### config.mk
export PLATFORM = sky130hd
export DESIGN_NAME = ex_stage
export DESIGN_NICKNAME = d
export VERILOG_FILES = /design/src/rtl/ex_stage.sv
export SDC_FILE = /design/constraint.sdc
export NUM_CORES = 2
export LEC_CHECK = 0
export CELL_PAD_IN_SITES_DETAIL_PLACEMENT = 1
export CELL_PAD_IN_SITES_GLOBAL_PLACEMENT = 1
export CORE_MARGIN = 2
export CORE_UTILIZATION = 48
export CTS_BUF_LIST = sky130_fd_sc_hd__clkbuf_4
export DETAILED_ROUTE_END_ITERATION = 10
export HOLD_SLACK_MARGIN = 0.05
export PLACE_DENSITY_LB_ADDON = 0.1
export SYNTH_ARGS = -nofsm -noshare
export SYNTH_HDL_FRONTEND = slang
export SYNTH_SLANG_ARGS = --single-unit
### constraint.sdc
create_clock -name clk_i -period 6.1 [get_ports clk_i]
set_input_delay 1.22 -clock clk_i [delete_from_list [all_inputs] [get_ports clk_i]]
set_output_delay 1.22 -clock clk_i [all_outputs]
set_load 0.02 [all_outputs]
### src/rtl/ex_stage.sv
// ---------------------------------------------------------------------------
// params_pkg : shared widths and the memory access-size encoding.
// ex_stage   : execute stage feeding the EX/MEM pipeline register.
//
// ex_stage computes a single-cycle ALU result, or runs a 32-iteration
// restoring divider for DIV/DIVU/REM/REMU, and registers the EX/MEM fields.
//
// Ports
//   clk_i, rst_i          clock (rising edge), async active-low reset
//   valid_i               decode presents an instruction
//   alu_op_i              operation select (see OP_* below)
//   op_a_i, op_b_i        operands
//   rs2_data_i            store data, passed through
//   wr_reg_i              destination register
//   is_load_i, is_store_i load / store flags
//   reg_wr_en_i           register write enable
//   access_size_i         memory access size, passed through
//   stall_i               memory stage stall
//   flush_i               kill the instruction in EX
//   stall_o               EX did not consume this cycle's input
//   mem_*_o               registered EX/MEM fields
// ---------------------------------------------------------------------------
package params_pkg;
    localparam int DATA_WIDTH     = 32;
    localparam int REGISTER_WIDTH = 5;

    typedef logic [1:0] access_size_t;

    localparam access_size_t SIZE_BYTE = 2'd0;
    localparam access_size_t SIZE_HALF = 2'd1;
    localparam access_size_t SIZE_WORD = 2'd2;
endpackage

module ex_stage #(
    parameter int DATA_WIDTH     = params_pkg::DATA_WIDTH,
    parameter int REGISTER_WIDTH = params_pkg::REGISTER_WIDTH
) (
    input  logic                         clk_i,
    input  logic                         rst_i,
    input  logic                         valid_i,
    input  logic [3:0]                   alu_op_i,
    input  logic [DATA_WIDTH-1:0]        op_a_i,
    input  logic [DATA_WIDTH-1:0]        op_b_i,
    input  logic [DATA_WIDTH-1:0]        rs2_data_i,
    input  logic [REGISTER_WIDTH-1:0]    wr_reg_i,
    input  logic                         is_load_i,
    input  logic                         is_store_i,
    input  logic                         reg_wr_en_i,
    input  params_pkg::access_size_t     access_size_i,
    input  logic                         stall_i,
    input  logic                         flush_i,
    output logic                         stall_o,
    output logic                         mem_valid_o,
    output logic                         mem_is_load_o,
    output logic                         mem_is_store_o,
    output logic                         mem_reg_wr_en_o,
    output logic [DATA_WIDTH-1:0]        mem_alu_result_o,
    output logic [DATA_WIDTH-1:0]        mem_rs2_data_o,
    output logic [REGISTER_WIDTH-1:0]    mem_wr_reg_o,
    output params_pkg::access_size_t     mem_access_size_o
);

    localparam int CNT_W = $clog2(DATA_WIDTH);

    localparam logic [3:0] OP_ADD   = 4'd0;
    localparam logic [3:0] OP_SUB   = 4'd1;
    localparam logic [3:0] OP_AND   = 4'd2;
    localparam logic [3:0] OP_OR    = 4'd3;
    localparam logic [3:0] OP_XOR   = 4'd4;
    localparam logic [3:0] OP_SLL   = 4'd5;
    localparam logic [3:0] OP_SRL   = 4'd6;
    localparam logic [3:0] OP_SRA   = 4'd7;
    localparam logic [3:0] OP_SLT   = 4'd8;
    localparam logic [3:0] OP_SLTU  = 4'd9;
    localparam logic [3:0] OP_MUL   = 4'd10;
    localparam logic [3:0] OP_DIV   = 4'd11;
    localparam logic [3:0] OP_DIVU  = 4'd12;
    localparam logic [3:0] OP_REM   = 4'd13;
    localparam logic [3:0] OP_REMU  = 4'd14;
    localparam logic [3:0] OP_PASSB = 4'd15;

    localparam logic [1:0] ST_IDLE = 2'd0;
    localparam logic [1:0] ST_BUSY = 2'd1;
    localparam logic [1:0] ST_DONE = 2'd2;

    localparam logic [DATA_WIDTH-1:0] ZERO     = {DATA_WIDTH{1'b0}};
    localparam logic [DATA_WIDTH-1:0] ALL_ONES = {DATA_WIDTH{1'b1}};
    localparam logic [DATA_WIDTH-1:0] SIGN_MIN = {1'b1, {(DATA_WIDTH-1){1'b0}}};
    localparam logic [CNT_W-1:0]      CNT_ONE  = {{(CNT_W-1){1'b0}}, 1'b1};
    localparam logic [CNT_W-1:0]      CNT_LAST = {CNT_W{1'b1}};

    // Divider state
    logic [1:0]             state_q,   state_d;
    logic [CNT_W-1:0]       count_q,   count_d;
    logic [3:0]             div_op_q,  div_op_d;
    logic [DATA_WIDTH-1:0]  quot_q,    quot_d;
    logic [DATA_WIDTH-1:0]  rem_q,     rem_d;
    logic [DATA_WIDTH-1:0]  divisor_q, divisor_d;
    logic                   sign_a_q,  sign_a_d;
    logic                   sign_b_q,  sign_b_d;

    // EX/MEM register
    logic                         mem_valid_q;
    logic                         mem_is_load_q;
    logic                         mem_is_store_q;
    logic                         mem_reg_wr_en_q;
    logic [DATA_WIDTH-1:0]        mem_alu_result_q;
    logic [DATA_WIDTH-1:0]        mem_rs2_data_q;
    logic [REGISTER_WIDTH-1:0]    mem_wr_reg_q;
    params_pkg::access_size_t     mem_access_size_q;

    // Combinational helpers
    logic [CNT_W-1:0]       shamt_s;
    logic                   slt_s;
    logic                   sltu_s;
    logic                   is_div_op_s;
    logic                   div_signed_s;
    logic                   div_zero_s;
    logic                   div_ovf_s;
    logic                   div_start_s;
    logic                   accept_s;
    logic [DATA_WIDTH-1:0]  abs_a_s;
    logic [DATA_WIDTH-1:0]  abs_b_s;
    logic [DATA_WIDTH:0]    rem_shift_s;
    logic [DATA_WIDTH:0]    diff_s;
    logic [DATA_WIDTH-1:0]  quot_fix_s;
    logic [DATA_WIDTH-1:0]  rem_fix_s;
    logic [DATA_WIDTH-1:0]  div_result_s;
    logic [DATA_WIDTH-1:0]  alu_result_s;
    logic [DATA_WIDTH-1:0]  result_s;

    assign shamt_s      = op_b_i[CNT_W-1:0];
    assign slt_s        = $signed(op_a_i) < $signed(op_b_i);
    assign sltu_s       = op_a_i < op_b_i;
    assign is_div_op_s  = (alu_op_i == OP_DIV) || (alu_op_i == OP_DIVU) ||
                          (alu_op_i == OP_REM) || (alu_op_i == OP_REMU);
    assign div_signed_s = (alu_op_i == OP_DIV) || (alu_op_i == OP_REM);
    assign div_zero_s   = (op_b_i == ZERO);
    assign div_ovf_s    = div_signed_s && (op_a_i == SIGN_MIN) && (op_b_i == ALL_ONES);

    // Zero divisor and signed overflow resolve in one cycle without the FSM.
    assign div_start_s  = (state_q == ST_IDLE) && valid_i && is_div_op_s && !stall_i &&
                          !flush_i && !div_zero_s && !div_ovf_s;

    assign stall_o  = stall_i || (state_q == ST_BUSY) ||
                      ((state_q == ST_DONE) && stall_i) || div_start_s;
    assign accept_s = valid_i && !stall_o && !flush_i;

    assign abs_a_s = (div_signed_s && op_a_i[DATA_WIDTH-1]) ? (ZERO - op_a_i) : op_a_i;
    assign abs_b_s = (div_signed_s && op_b_i[DATA_WIDTH-1]) ? (ZERO - op_b_i) : op_b_i;

    // One restoring step: shift the next dividend bit into the partial remainder
    // and subtract the divisor; a clear borrow bit means the subtraction fits.
    assign rem_shift_s = {rem_q, quot_q[DATA_WIDTH-1]};
    assign diff_s      = rem_shift_s - {1'b0, divisor_q};

    // Sign bits were only latched for signed ops, so unsigned ops pass unchanged.
    assign quot_fix_s   = (sign_a_q ^ sign_b_q) ? (ZERO - quot_q) : quot_q;
    assign rem_fix_s    = sign_a_q ? (ZERO - rem_q) : rem_q;
    assign div_result_s = ((div_op_q == OP_DIV) || (div_op_q == OP_DIVU)) ? quot_fix_s : rem_fix_s;

    assign result_s = (state_q == ST_DONE) ? div_result_s : alu_result_s;

    // Single-cycle ALU, including the divider's one-cycle special cases
    always_comb begin
        alu_result_s = ZERO;
        case (alu_op_i)
            OP_ADD:   alu_result_s = op_a_i + op_b_i;
            OP_SUB:   alu_result_s = op_a_i - op_b_i;
            OP_AND:   alu_result_s = op_a_i & op_b_i;
            OP_OR:    alu_result_s = op_a_i | op_b_i;
            OP_XOR:   alu_result_s = op_a_i ^ op_b_i;
            OP_SLL:   alu_result_s = op_a_i << shamt_s;
            OP_SRL:   alu_result_s = op_a_i >> shamt_s;
            OP_SRA:   alu_result_s = $unsigned($signed(op_a_i) >>> shamt_s);
            OP_SLT:   alu_result_s = {{(DATA_WIDTH-1){1'b0}}, slt_s};
            OP_SLTU:  alu_result_s = {{(DATA_WIDTH-1){1'b0}}, sltu_s};
            OP_MUL:   alu_result_s = op_a_i * op_b_i;
            OP_DIV,
            OP_DIVU:  alu_result_s = div_zero_s ? ALL_ONES : SIGN_MIN;
            OP_REM,
            OP_REMU:  alu_result_s = div_zero_s ? op_a_i : ZERO;
            OP_PASSB: alu_result_s = op_b_i;
            default:  alu_result_s = op_b_i;
        endcase
    end

    // Divider FSM next-state; flush overrides everything
    always_comb begin
        state_d   = state_q;
        count_d   = count_q;
        div_op_d  = div_op_q;
        quot_d    = quot_q;
        rem_d     = rem_q;
        divisor_d = divisor_q;
        sign_a_d  = sign_a_q;
        sign_b_d  = sign_b_q;
        if (flush_i) begin
            state_d = ST_IDLE;
        end else begin
            case (state_q)
                ST_IDLE: begin
                    if (div_start_s) begin
                        state_d   = ST_BUSY;
                        count_d   = {CNT_W{1'b0}};
                        div_op_d  = alu_op_i;
                        quot_d    = abs_a_s;
                        rem_d     = ZERO;
                        divisor_d = abs_b_s;
                        sign_a_d  = div_signed_s & op_a_i[DATA_WIDTH-1];
                        sign_b_d  = div_signed_s & op_b_i[DATA_WIDTH-1];
                    end else begin
                        state_d = ST_IDLE;
                    end
                end
                ST_BUSY: begin
                    if (!diff_s[DATA_WIDTH]) begin
                        rem_d  = diff_s[DATA_WIDTH-1:0];
                        quot_d = {quot_q[DATA_WIDTH-2:0], 1'b1};
                    end else begin
                        rem_d  = rem_shift_s[DATA_WIDTH-1:0];
                        quot_d = {quot_q[DATA_WIDTH-2:0], 1'b0};
                    end
                    count_d = count_q + CNT_ONE;
                    if (count_q == CNT_LAST) begin
                        state_d = ST_DONE;
                    end else begin
                        state_d = ST_BUSY;
                    end
                end
                ST_DONE: begin
                    if (!stall_i) begin
                        state_d = ST_IDLE;
                    end else begin
                        state_d = ST_DONE;
                    end
                end
                default: state_d = ST_IDLE;
            endcase
        end
    end

    // Divider registers
    always_ff @(posedge clk_i or negedge rst_i) begin
        if (!rst_i) begin
            state_q   <= ST_IDLE;
            count_q   <= {CNT_W{1'b0}};
            div_op_q  <= 4'd0;
            quot_q    <= ZERO;
            rem_q     <= ZERO;
            divisor_q <= ZERO;
            sign_a_q  <= 1'b0;
            sign_b_q  <= 1'b0;
        end else begin
            state_q   <= state_d;
            count_q   <= count_d;
            div_op_q  <= div_op_d;
            quot_q    <= quot_d;
            rem_q     <= rem_d;
            divisor_q <= divisor_d;
            sign_a_q  <= sign_a_d;
            sign_b_q  <= sign_b_d;
        end
    end

    // EX/MEM pipeline register: hold on memory stall, load on accept, else drop valid
    always_ff @(posedge clk_i or negedge rst_i) begin
        if (!rst_i) begin
            mem_valid_q       <= 1'b0;
            mem_is_load_q     <= 1'b0;
            mem_is_store_q    <= 1'b0;
            mem_reg_wr_en_q   <= 1'b0;
            mem_alu_result_q  <= ZERO;
            mem_rs2_data_q    <= ZERO;
            mem_wr_reg_q      <= {REGISTER_WIDTH{1'b0}};
            mem_access_size_q <= 2'd0;
        end else if (stall_i) begin
            mem_valid_q       <= mem_valid_q;
        end else if (accept_s) begin
            mem_valid_q       <= 1'b1;
            mem_is_load_q     <= is_load_i;
            mem_is_store_q    <= is_store_i;
            mem_reg_wr_en_q   <= reg_wr_en_i;
            mem_alu_result_q  <= result_s;
            mem_rs2_data_q    <= rs2_data_i;
            mem_wr_reg_q      <= wr_reg_i;
            mem_access_size_q <= access_size_i;
        end else begin
            mem_valid_q       <= 1'b0;
        end
    end

    assign mem_valid_o       = mem_valid_q;
    assign mem_is_load_o     = mem_is_load_q;
    assign mem_is_store_o    = mem_is_store_q;
    assign mem_reg_wr_en_o   = mem_reg_wr_en_q;
    assign mem_alu_result_o  = mem_alu_result_q;
    assign mem_rs2_data_o    = mem_rs2_data_q;
    assign mem_wr_reg_o      = mem_wr_reg_q;
    assign mem_access_size_o = mem_access_size_q;

endmodule

==> qor.yml, run 1 <==
clock_network:
  holdBufCountCts: 0
  clockRootBuffer: "clkbuf_4"
  htreeDepth: 4
  cts-buffers-inserted: 17
  cts_sinks: 184
  clk_path_buf_depth: 2
synth:
  syn_nets: 5380
  synth-simple-area-share: 0.178
  ys_seq_elements: 184
  yosysUniqueCellTypes: 102
  syn-cell-area_um2: 36500
  synth_mux_area_frac: 0.0571
  synth_fa_ha_area_frac: 0.314
  synth_top_family_by_area: "adder cells"
  synth_xor_area_frac: 0.0612
  synth_top_area_share: 0.225
  synth-edff-count: 0
  yosysSeqAreaShare: 0.126
  synthFlopType: "dfrtp_1"
  synth_most_common_cell: "nand2_1"
  yosysTopAreaCell: "fa_1"
  synth.area.top_cells: "fa_1 23%, dfrtp_1 13%, ha_1 8.9%"
  synth-warning-count: 0
  synth_compound_area_frac: 0.173
  syn_area_per_cell_um2: 7.95
  async_reset_ff_frac: 1.00
  synth_common_cells: "623 x nand2_1, 578 x nor2_1, 514 x inv_1"
  postSynthCellCount: 4595
placed_design:
  place_area_um2: 43700
  finalWeightedCongestion: 1.10
  hpwl_um: 158000
  port-buffer-count: 190
global_route:
  grt_overflow: 44
  grt_start_max_net_pins: 158
  antenna_found_initial: 40
  track_usage: 0.771
floorplan:
  io_pins: 191
  rows: 101
  die_h_um: 280
  die_w_um: 280
  start_util: 0.482
timing:
  worst-ep-kind: "sequential cell input"
  postGrtWorstEndpoint: "mem_alu_result_o[31]$_DFFE_PN0P_/D"
outcome:
  outcome: "did not finish"
  error_line: "[ERROR GRT-0232] Routing congestion too high. Check the congestion heatmap in the GUI."
  flow.stopped_at: "global routing (5_1_grt)"
==> kinds of logic after synthesis <==
kind of cell | count (synthesis)
fa+ha+maj | 670
flops | 184
simple gates | 1514
xor+xnor | 253
compound gates | 969
mux | 143
buf+inv | 862
==> per-stage QoR <==
step	TNS (ns)	hold slack, ns	cells	utilization	setup WS, ns
after floorplan	-33.33	0.431	4595	-	-1.96
after CTS	-25.92	0.352	6134	0.611	-1.49
after global placement	-56.96	0.456	6009	0.577	-3.00
after detailed placement	-61.23	0.461	6009	0.577	-3.11
==> routing by layer <==
layer | GRT usage | overflow
met3 | 0.640 | 2
met2 | 0.910 | 19
met4 | 0.753 | 23
met5 | 0.460 | 0
met1 | 0.770 | 0
==> what timing repair did <==
item,4_1_cts
resized for setup,541
pin swaps,214
setup buffers,92
gates cloned,4
endpoints found under the setup margin,26
==> run 2, diff against run 1 <==
Settings changed: CELL_PAD_IN_SITES_DETAIL_PLACEMENT 1 to default, CELL_PAD_IN_SITES_GLOBAL_PLACEMENT 1 to default, CORE_UTILIZATION 48 to 35, CTS_BUF_LIST sky130_fd_sc_hd__clkbuf_4 to default, HOLD_SLACK_MARGIN 0.05 to default, PLACE_DENSITY_LB_ADDON 0.1 to 0.15.
==> run 2 against run 1 <==
Compared with the run above:
- the flow now finishes, with violations (negative setup slack)
- synthesized cell count did not move
- synthesized area did not move
==> qor.yml, run 2 <==
outcome:
  outcome: "complete, but fails checks"
  violations: "negative setup slack"
timing:
  hold_viol_final: 0
  final_max_slew_viol_count: 0
  fin_worst_skew_ns: 0.0159
  fin_crit_sh: 1.26
  fmax_ghz: 0.130
  max_slew_margin: 0.153
  worst_hold_slack_ns: 0.478
  fin_ws_ns: -1.59
  min_period_ns: 7.69
  rsz0062_at_grt: "true"
  tightest_slew_ns: 1.26
  setup_viol: 24
floorplan:
  rows: 118
  io_pins: 191
  start_util: 0.353
  die_h_um: 327
  die_w_um: 327
  dieArea_um2: 107000
  core_um2: 103000
finish:
  fillCellCount: 10260
  final_net_count: 5967
  synthToLayoutAreaGrowth_pct: 32.1
  multiInputGateArea_um2: 30700
  final_cell_area_um2: 48200
  post-route-util: 0.466
  register_area_um2: 4600
  final_cell_mix: "607 x nand2_1, 544 x buf_4, 503 x nor2_1"
  drive_gt1_frac: 0.254
  final_common_cell: "nand2_1"
  instances_no_fill: 6576
synth:
  postSynthCellCount: 4595
  yosysUniqueCellTypes: 102
  syn-cell-area_um2: 36500
  synth_top_area_share: 0.225
  syn_area_per_cell_um2: 7.95
  async_reset_ff_frac: 1.00
  synth_common_cells: "623 x nand2_1, 578 x nor2_1, 514 x inv_1"
  synth-warning-count: 0
  synth-edff-count: 0
  synth_most_common_cell: "nand2_1"
  synth.area.top_cells: "fa_1 23%, dfrtp_1 13%, ha_1 8.9%"
  yosysTopAreaCell: "fa_1"
  ys_seq_elements: 184
  synthFlopType: "dfrtp_1"
  syn_nets: 5380
  yosysSeqAreaShare: 0.126
critical_path:
  required_ns: 6.45
  criticalPathCategory: "in2reg"
  arrival_ns: 8.04
  end_kind: "register"
  worstPathMaxFanout: 5
  startpoint_type: "input pin"
routing:
  route.detailed.vias_per_inst: 5.71
  vias: 37548
  routed_wirelength_um: 184000
  antenna_left: 0
  drc: 0
  first_pass_iters: 8
  drtIter0Drc: 4168
  wl_per_cell_um: 28.0
global_route:
  grt_pass1_vias: 37259
  antenna_found_initial: 4
  track_usage: 0.341
  grt_pass1_wl_um: 266000
  grt_overflow: 0
  grt_start_max_net_pins: 108
clock_network:
  cts_sinks: 184
  htreeDepth: 4
  cts_tree: "yes"
  clk_path_buf_depth: 2
  clockRootBuffer: "clkbuf_16"
  clock_latency_ns: 0.47
  cts-buffers-inserted: 17
  clkTransAtPathRegs_ns: 0.08
placed_design:
  finalWeightedCongestion: 1.05
  dp.cells: 6421
  hpwl_um: 148000
  port-buffer-count: 190
  place_area_um2: 44100
job:
  maxCapViolations: 0
hold_path:
  hold_path.class: "reg2reg"
run 2: cell counts after synthesis:
Identical to the previous run, type by type.
run 2: path summary, 6_finish.rpt:
path / startpoint / to / slack, ns / cells past startpoint
min: mem_rs2_data_o[8] / mem_rs2_data_o[8] / 0.48 / 2
max reg2reg: quot_q[31] / rem_q[25] / 1.81 / 15
min reg2reg: mem_rs2_data_o[8] / mem_rs2_data_o[8] / 0.48 / 2
max: op_b_i[4] / mem_alu_result_o[19] / -1.59 / 26
max in group asynchronous: rst_i / quot_q[1] / 4.25 / 2
min in group asynchronous: rst_i / mem_rs2_data_o[28] / 0.79 / 1
run 2: per-stage QoR:
stage / setup WS (ns) / setup TNS (ns)
2_1_floorplan: -1.96 / -33.33
3_3_place_gp: -2.91 / -55.58
3_5_place_dp: -2.98 / -56.96
4_1_cts: -1.55 / -26.38
5_1_grt: -1.76 / -31.49
6_report: -1.59 / -28.01
run 2: critical path, cell delays in order:
cell       delay (ns)
buf_12           0.11
clkinv_8         0.04
buf_12           0.14
nor2_4           0.04
fa_1             0.56
inv_1            0.06
fa_1             0.46
fa_1             0.50
fa_1             0.51
inv_1            0.04
fa_1             0.46
fa_1             0.58
fa_1             0.44
fa_1             0.58
ha_4             0.23
buf_6            0.12
nor3b_4          0.15
a31oi_4          0.16
a21oi_4          0.10
a211oi_4         0.32
nand4_1          0.28
a2111oi_4        0.37
a221o_1          0.24
o31ai_2          0.07
a31oi_1          0.17
o21ai_1          0.07
run 2: metal layers:
metal / track usage / share of wire / vias to the layer above
met5: 0 / 0.00016 / -
met4: 0.191 / 0.067 / 4
met3: 0.0713 / 0.095 / 403
met2: 0.514 / 0.43 / 2055
met1: 0.454 / 0.41 / 18552
li1: - / - / 16534
run 2: logic make-up (layout without fill, tap and decap cells):
group                      count (synthesis)  in the layout  share of synthesized area
and+or+nand+nor                         1514           1514                      0.178
buffers and inverters                    862           1462                     0.0909
adders and majority gates                670            670                      0.314
DFF                                      184            184                      0.126
AOI/OAI and AO/OA                        969            969                      0.173
muxes                                    143            143                     0.0571
xor gates and xnor gates                 253            253                     0.0612
other                                      0              1                          0
run 2: cell type report:
class                   count  share of cell area
diodes                      1           0.0000519
flip-flops and latches    184              0.0954
multi-input cells        3549               0.637
clock buffers              17             0.00882
repair buffers            894               0.174
clock inverters            15             0.00405
well taps                1380              0.0358
inverters                 536              0.0445
run 2: repair_timing:
item / in CTS / in global routing
endpoints found under the setup margin: 27 / 27
hold buffers: 0 / 0
pin swaps: 208 / 147
resized for setup: 605 / 202
cloned: 4 / 1
setup buffers: 106 / 23
Power of run 2 is not shown: default switching activity piles up to over one toggle a cycle in this logic, so the estimate is an artifact.
